==> src/rtl/processor_pkg.sv <==
`default_nettype none
// ============================================================================
//  Module      : processor_pkg
//  Description : State encodings, opcode classes and the data-phase enable
//                vector shared by the processor control unit and its decoder.
//  Revision    : 1.0  initial release
// ============================================================================
package processor_pkg;

    localparam logic [2:0] ST_IDLE   = 3'd0;
    localparam logic [2:0] ST_FETCH  = 3'd1;
    localparam logic [2:0] ST_DECODE = 3'd2;
    localparam logic [2:0] ST_WAIT   = 3'd3;
    localparam logic [2:0] ST_EXEC   = 3'd4;
    localparam logic [2:0] ST_RETIRE = 3'd5;
    localparam logic [2:0] ST_HALT   = 3'd6;
    localparam logic [2:0] ST_FAULT  = 3'd7;

    localparam logic [7:0] CLS_ALU_RD     = 8'h22;
    localparam logic [7:0] CLS_RAM_RD     = 8'h42;
    localparam logic [7:0] CLS_RAM_WR_IMM = 8'h41;
    localparam logic [7:0] CLS_ROM_RAM    = 8'h31;
    localparam logic [7:0] CLS_RAM_ALU    = 8'h92;
    localparam logic [3:0] ALU_OP         = 4'h1;
    localparam logic [3:0] PC_OP          = 4'h7;

    typedef struct packed {
        logic rom_data_en;
        logic ram_read_en;
        logic ram_write_en;
        logic alu_read_en;
        logic alu_write_en;
    } bus_en_t;

    localparam int BUS_EN_WIDTH = $bits(bus_en_t);

endpackage
`default_nettype wire

==> src/rtl/opcode_decoder.sv <==
`default_nettype none
// ============================================================================
//  Module      : opcode_decoder
//  Description : Combinational decode of a latched opcode into data-phase bus
//                enables plus memory-class and halt flags.
//  Revision    : 1.0  initial release
// ============================================================================
module opcode_decoder
    import processor_pkg::*;
#(
    parameter int DATA_WIDTH = 16
) (
    input  logic [DATA_WIDTH-1:0] i_opcode,
    output bus_en_t               o_bus_en,
    output logic                  o_is_mem,
    output logic                  o_is_halt
);

    logic [7:0] w_cls;

    assign w_cls     = i_opcode[DATA_WIDTH-1 -: 8];
    assign o_is_halt = (i_opcode == '0);

    always_comb begin
        o_bus_en = '0;
        o_is_mem = 1'b0;
        case (w_cls)
            CLS_ALU_RD: begin
                o_bus_en.alu_read_en = 1'b1;
            end
            CLS_RAM_RD: begin
                o_bus_en.ram_read_en = 1'b1;
                o_is_mem             = 1'b1;
            end
            CLS_RAM_WR_IMM: begin
                o_bus_en.ram_write_en = 1'b1;
                o_is_mem              = 1'b1;
            end
            CLS_ROM_RAM: begin
                o_bus_en.rom_data_en  = 1'b1;
                o_bus_en.ram_write_en = 1'b1;
                o_is_mem              = 1'b1;
            end
            CLS_RAM_ALU: begin
                o_bus_en.ram_read_en  = 1'b1;
                o_bus_en.alu_write_en = 1'b1;
                o_is_mem              = 1'b1;
            end
            default: begin
                // PC ops need nothing here: the pc picks up the opcode at pc_en.
                if (w_cls[7:4] == ALU_OP) begin
                    o_bus_en.alu_write_en = 1'b1;
                end else if (w_cls[7:4] == PC_OP) begin
                    o_bus_en = '0;
                end
            end
        endcase
    end

endmodule
`default_nettype wire

==> src/rtl/processor_control_unit.sv <==
`default_nettype none
// ============================================================================
//  Module      : processor_control_unit
//  Description : Fetch-decode-execute sequencer with memory wait/timeout,
//                single-step, sticky HALT/FAULT and retired-instruction count.
//  Revision    : 1.0  initial release
// ============================================================================
module processor_control_unit
    import processor_pkg::*;
#(
    parameter int DATA_WIDTH   = 16,
    parameter int EXEC_CYCLES  = 2,
    parameter int WAIT_TIMEOUT = 255,
    parameter int CNT_WIDTH    = 32
) (
    input  logic                  clk,
    input  logic                  reset_n,
    input  logic                  run,
    input  logic                  step_mode,
    input  logic                  step_req,
    input  logic [DATA_WIDTH-1:0] opcode,
    input  logic                  mem_ready,
    output logic                  pc_read_en,
    output logic                  rom_en,
    output logic                  rom_data_en,
    output logic                  ram_read_en,
    output logic                  ram_write_en,
    output logic                  alu_read_en,
    output logic                  alu_write_en,
    output logic                  pc_en,
    output logic [2:0]            state,
    output logic                  halted,
    output logic                  fault,
    output logic [CNT_WIDTH-1:0]  instr_count
);

    localparam logic [3:0]  EXEC_LAST  = (EXEC_CYCLES == 0) ? 4'd0 : 4'(EXEC_CYCLES - 1);
    localparam logic [15:0] WAIT_LAST  = 16'(WAIT_TIMEOUT - 1);
    localparam logic [2:0]  AFTER_DATA = (EXEC_CYCLES == 0) ? ST_RETIRE : ST_EXEC;

    logic [2:0]            r_state;
    logic [2:0]            w_state_next;
    logic [DATA_WIDTH-1:0] r_opcode_q;
    logic [3:0]            r_exec_cnt;
    logic [15:0]           r_wait_cnt;
    logic [CNT_WIDTH-1:0]  r_instr_count;
    bus_en_t               w_bus_en;
    logic                  w_is_mem;
    logic                  w_is_halt;
    logic                  w_continue;
    logic                  w_launch;

    opcode_decoder #(
        .DATA_WIDTH (DATA_WIDTH)
    ) u_decoder (
        .i_opcode  (r_opcode_q),
        .o_bus_en  (w_bus_en),
        .o_is_mem  (w_is_mem),
        .o_is_halt (w_is_halt)
    );

    assign w_continue = ~step_mode & run;
    assign w_launch   = w_continue | (step_mode & step_req);

    always_comb begin
        w_state_next = r_state;
        case (r_state)
            ST_IDLE:   if (w_launch) w_state_next = ST_FETCH;
            ST_FETCH:  w_state_next = ST_DECODE;
            ST_DECODE: begin
                if (w_is_halt)                  w_state_next = ST_HALT;
                else if (w_is_mem && !mem_ready) w_state_next = ST_WAIT;
                else                             w_state_next = AFTER_DATA;
            end
            // A late acknowledge on the final allowed cycle still wins.
            ST_WAIT: begin
                if (mem_ready)                    w_state_next = AFTER_DATA;
                else if (r_wait_cnt == WAIT_LAST) w_state_next = ST_FAULT;
            end
            ST_EXEC:   if (r_exec_cnt == EXEC_LAST) w_state_next = ST_RETIRE;
            ST_RETIRE: w_state_next = w_continue ? ST_FETCH : ST_IDLE;
            default:   w_state_next = r_state;
        endcase
    end

    always_ff @(posedge clk or negedge reset_n) begin
        if (!reset_n) begin
            r_state       <= ST_IDLE;
            r_opcode_q    <= '0;
            r_exec_cnt    <= '0;
            r_wait_cnt    <= '0;
            r_instr_count <= '0;
        end else begin
            r_state    <= w_state_next;
            r_exec_cnt <= (r_state == ST_EXEC) ? r_exec_cnt + 4'd1 : 4'd0;
            r_wait_cnt <= (r_state == ST_WAIT) ? r_wait_cnt + 16'd1 : 16'd0;
            if (r_state == ST_FETCH) begin
                r_opcode_q <= opcode;
            end
            if (r_state == ST_RETIRE) begin
                r_instr_count <= r_instr_count + CNT_WIDTH'(1);
            end
        end
    end

    // Outputs depend only on registered state, so they are glitch-free and drop with reset.
    always_comb begin
        pc_read_en   = 1'b0;
        rom_en       = 1'b0;
        rom_data_en  = 1'b0;
        ram_read_en  = 1'b0;
        ram_write_en = 1'b0;
        alu_read_en  = 1'b0;
        alu_write_en = 1'b0;
        pc_en        = 1'b0;
        case (r_state)
            ST_FETCH: begin
                pc_read_en = 1'b1;
                rom_en     = 1'b1;
            end
            ST_DECODE, ST_WAIT: begin
                rom_data_en  = w_bus_en.rom_data_en;
                ram_read_en  = w_bus_en.ram_read_en;
                ram_write_en = w_bus_en.ram_write_en;
                alu_read_en  = w_bus_en.alu_read_en;
                alu_write_en = w_bus_en.alu_write_en;
            end
            ST_RETIRE: pc_en = 1'b1;
            default: pc_en = 1'b0;
        endcase
    end

    assign state       = r_state;
    assign halted      = (r_state == ST_HALT);
    assign fault       = (r_state == ST_FAULT);
    assign instr_count = r_instr_count;

endmodule
`default_nettype wire

==> config.mk <==
export PLATFORM = sky130hd
export DESIGN_NAME = processor_control_unit
export DESIGN_NICKNAME = d
export VERILOG_FILES = /design/src/rtl/processor_pkg.sv /design/src/rtl/opcode_decoder.sv /design/src/rtl/processor_control_unit.sv
export SDC_FILE = /design/constraint.sdc
export NUM_CORES = 1
export LEC_CHECK = 0
export BUFFER_PORTS_ARGS = -buffer_cell sky130_fd_sc_hd__buf_2
export CAP_MARGIN = 20
export CORE_ASPECT_RATIO = 0.75
export CORE_MARGIN = 2
export CORE_UTILIZATION = 39
export DETAILED_ROUTE_END_ITERATION = 8
export GPL_TIMING_DRIVEN = 0
export PLACE_DENSITY_LB_ADDON = 0.3
export SYNTH_ARGS = -nofsm -noshare
export SYNTH_HDL_FRONTEND = slang
export SYNTH_SLANG_ARGS = --single-unit
==> constraint.sdc <==
create_clock -name clk -period 3.2 [get_ports clk]
set_input_delay 0.16 -clock clk [delete_from_list [all_inputs] [get_ports clk]]
set_output_delay 0.16 -clock clk [all_outputs]
set_load 0.1 [all_outputs]
==> qor.log <==
INFO  synthesis      synth_area_per_cell=10.8squm
INFO  detailed_routing wirelength=7.07mm
INFO  cts            cts.root.buffer_cell=clkbuf_16
INFO  critical_path  startpoint_type=flop
INFO  synthesis      syn_nets=353
INFO  critical_path  critical-path-slowest-cell=or4b_1
INFO  cts            cts-buffers-inserted=9
INFO  critical_path  worst_path_most_repeated_cell=buf_2
INFO  critical_path  cp-end-kind=output port
INFO  worst_hold_path timing.hold.worst_path_depth=3
INFO  detailed_routing drt_iter0_drc=106
INFO  synthesis      synth_warnings=0
INFO  place          routabilityCongestion=0.829
INFO  layout         utilization=0.502
INFO  critical_path  crit_path_cell_trace=or4b_1 -> buf_2 -> o32a_1 -> a211oi_2 -> buf_2
INFO  sta            fmax=384MHz
INFO  power_and_ir_drop power-per-cell-area=472mW/mm^2
INFO  critical_path  r2r.worst_path.cells=6
INFO  power_and_ir_drop worst_ir_drop_vdd=0.000220V
INFO  layout         drive_above_1_share=0.303
INFO  grt            grt_usage=0.155
INFO  cts            clk_path_buf_depth=2
INFO  grt            grt_first_pass_wirelength=12.1mm
INFO  detailed_routing via_to_cell_ratio=5.12
INFO  critical_path  timing.setup.critical_path_class=flop to output port
INFO  synthesis      synth-seq-cells=71
INFO  cts            cts.sink_count=71
INFO  sta            grt_setup_unrepaired=no
INFO  sta            setup_ws=0.598ns
INFO  sta            setup-violations-final=0
INFO  die            fp.dieH=86.1um
INFO  power_and_ir_drop leakagePower=2.06nW
INFO  grt            grt_antenna_before_repair=0
INFO  sta            tns=0ns
INFO  sta            final_period_minus_worst_setup_slack=2.60ns
INFO  worst_hold_path worstHoldPathType=input pin to flop
INFO  layout         layoutNonFillerInstCount=517
INFO  sta            clock_skew=0.0115ns
INFO  synthesis      synth_sequential_area_ratio=0.507
INFO  detailed_routing remaining_drc_errors=0
INFO  synthesis      count_of_flip_flops_with_a_built_in_enable_after_synthesis=0
INFO  detailed_routing ant_nets=0
INFO  grt            maximum_number_of_pins_on_one_net_before_global_route_repair=72
INFO  synthesis      synthDominantCellAreaShare=0.507
INFO  synthesis      synth_area=0.00351sqmm
INFO  cts            path_clk_slew=0.06ns
INFO  place          dp_worst_setup_slack=0.935ns
INFO  place          placedCellCount=500
INFO  synthesis      synthTopCellsByCount=dfrtp_1, xnor2_1, nor2_1
INFO  cts            tritoncts=done
INFO  grt            first_global_vias=2520
INFO  place          dp_hpwl=5.00mm
INFO  critical_path  cp.arrival=2.44ns
INFO  sta            timing.hold.ws=0.0322ns
INFO  die            fp.dieArea=0.00977sqmm
INFO  synthesis      ys.flop_type=dfrtp_1
INFO  layout         nets=431
INFO  detailed_routing vias=2648
INFO  status         outcome=finished, final reports clean
INFO  layout         filler_cell_count=790
INFO  die            core_area=0.00860sqmm
INFO  critical_path  path_max_fanout=7
INFO  cts            post_cts_resized=0
INFO  detailed_routing drt-pass1-iter-count=4
INFO  place          port_buffers=66
INFO  critical_path  worstPathRequired=3.04ns
INFO  synthesis      async_flop_share=1.00
INFO  cts            insertion_delay=0.33ns
INFO  synthesis      synth.top_cells.by_area=dfrtp_1, xnor2_1, mux2_2
INFO  cts            h-tree-depth=3
INFO  synthesis      synth_area_leader_cell=dfrtp_1
INFO  synthesis      synth_cells=326
INFO  synthesis      synth.most_common_cell=dfrtp_1
INFO  layout         antenna-diode-count=0
INFO  sta            max_slew_margin=0.412
INFO  detailed_routing route.detailed.wl_per_inst=13.7um
INFO  grt            grt_overflow=0
INFO  layout         areaGrowthSynthToFinish=23.2%
INFO  die            fp.dieW=113um
INFO  sta            final_hold_viol_count=0
INFO  die            placement_row_count=29
INFO  sta            timing.final.crit_share=0.813
INFO  die            floorplan.initialDensity=0.408
INFO  synthesis      ys_types=51
INFO  flow_run       max_cap_viol_count=0
INFO  die            num_io_pins=67
INFO  sta            worst_margin_slew=0.881ns
INFO  sta            drv_slew=0
INFO  critical_path  timing.critical_path.slowest_cell_delay=0.51ns
==> final cells by class <==
type                    count  area, sq um  share of cell area
clock buffers              10          239              0.0553
flip-flops and latches     71         1780               0.411
inverters                   6         22.5             0.00521
clock inverters             6         92.6              0.0214
repair buffers             67          343              0.0794
plain buffers              19         97.6              0.0226
multi-input cells         230         1610               0.374
well taps                 108          135              0.0313
==> critical path: cells and delay by family, from the launching register on <==
family / cells / cell delay, ns
simple gates: 1 / 0.51
compound gates: 2 / 0.58
buf+inv: 2 / 0.63
flops: 1 / 0.40
==> path summary, 6_finish.rpt <==
check | from | slack [ns] | endpoint
min in group asynchronous | reset_n | 0.50 | instr_count[6]$_DFFE_PN0P_
max reg2reg | state[2]$_DFFE_PN0P_ | 1.27 | r_opcode_q[8]$_DFFE_PN0P_
max in group asynchronous | reset_n | 2.13 | r_wait_cnt[14]$_DFF_PN0_
max | r_opcode_q[8]$_DFFE_PN0P_ | 0.60 | alu_write_en
min reg2reg | instr_count[31]$_DFFE_PN0P_ | 0.47 | instr_count[31]$_DFFE_PN0P_
min | opcode[12] | 0.03 | r_opcode_q[12]$_DFFE_PN0P_
==> flip-flops by register name (all words and copies together), names as in the netlist <==
name	cells
r_wait_cnt	16
r_opcode_q	16
r_exec_cnt	4
state	3
instr_count	32
==> cells by family after synthesis <==
kind of cell    count (synthesis)  synth area share
simple gates                  138             0.225
flops                          71             0.507
xor+xnor                       43             0.107
compound gates                 29            0.0607
buf+inv                        25            0.0343
mux                            15            0.0482
fa+ha+maj                       5            0.0178
==> report_power, final <==
part	switching, mW	total, mW	internal (mW)
Sequential	0.000341	0.899	0.899
Clock	0.380	1.09	0.707
Combinational	0.0402	0.0545	0.0143
Total	0.421	2.04	1.62
==> per-layer routing <==
metal	vias to the layer above	GRT usage	part of all wire
met3	2	0.0431	0.045
met4	0	0.0410	0.0049
met5	-	0	0
li1	1314	-	-
met1	1275	0.223	0.53
met2	57	0.231	0.42
==> cell usage in the layout, fill, tap and decap left out, types with 5 or more instances in the layout <==
cell type,Yosys,routed
ha_1,5,5
inv_1,6,6
mux2_2,15,15
nand2_1,20,20
clkbuf_16,0,9
nor3_1,9,8
buf_2,7,72
xor2_1,13,13
nor2_1,23,23
nand3_1,21,21
o21ai_0,6,6
xnor2_1,30,30
and3_1,7,7
dfrtp_1,71,71
a21oi_1,8,8
clkbuf_1,6,6
nand4_1,20,20
==> metrics by stage <==
stage	cell area (sq um)	total power [mW]
after floorplan	3510	0.936
after global placement	3980	0.970
after detailed placement	3980	0.970
after CTS	4320	2.06
after global routing	4320	2.12
final	4320	2.04
==> what timing repair did <==
| item | CTS | global route |
|---|---|---|
| hold endpoints to repair | 7 | 0 |
| buffers inserted | 0 | 0 |
| hold buffers | 1 | 0 |
Power figures use the tool's default switching activity.
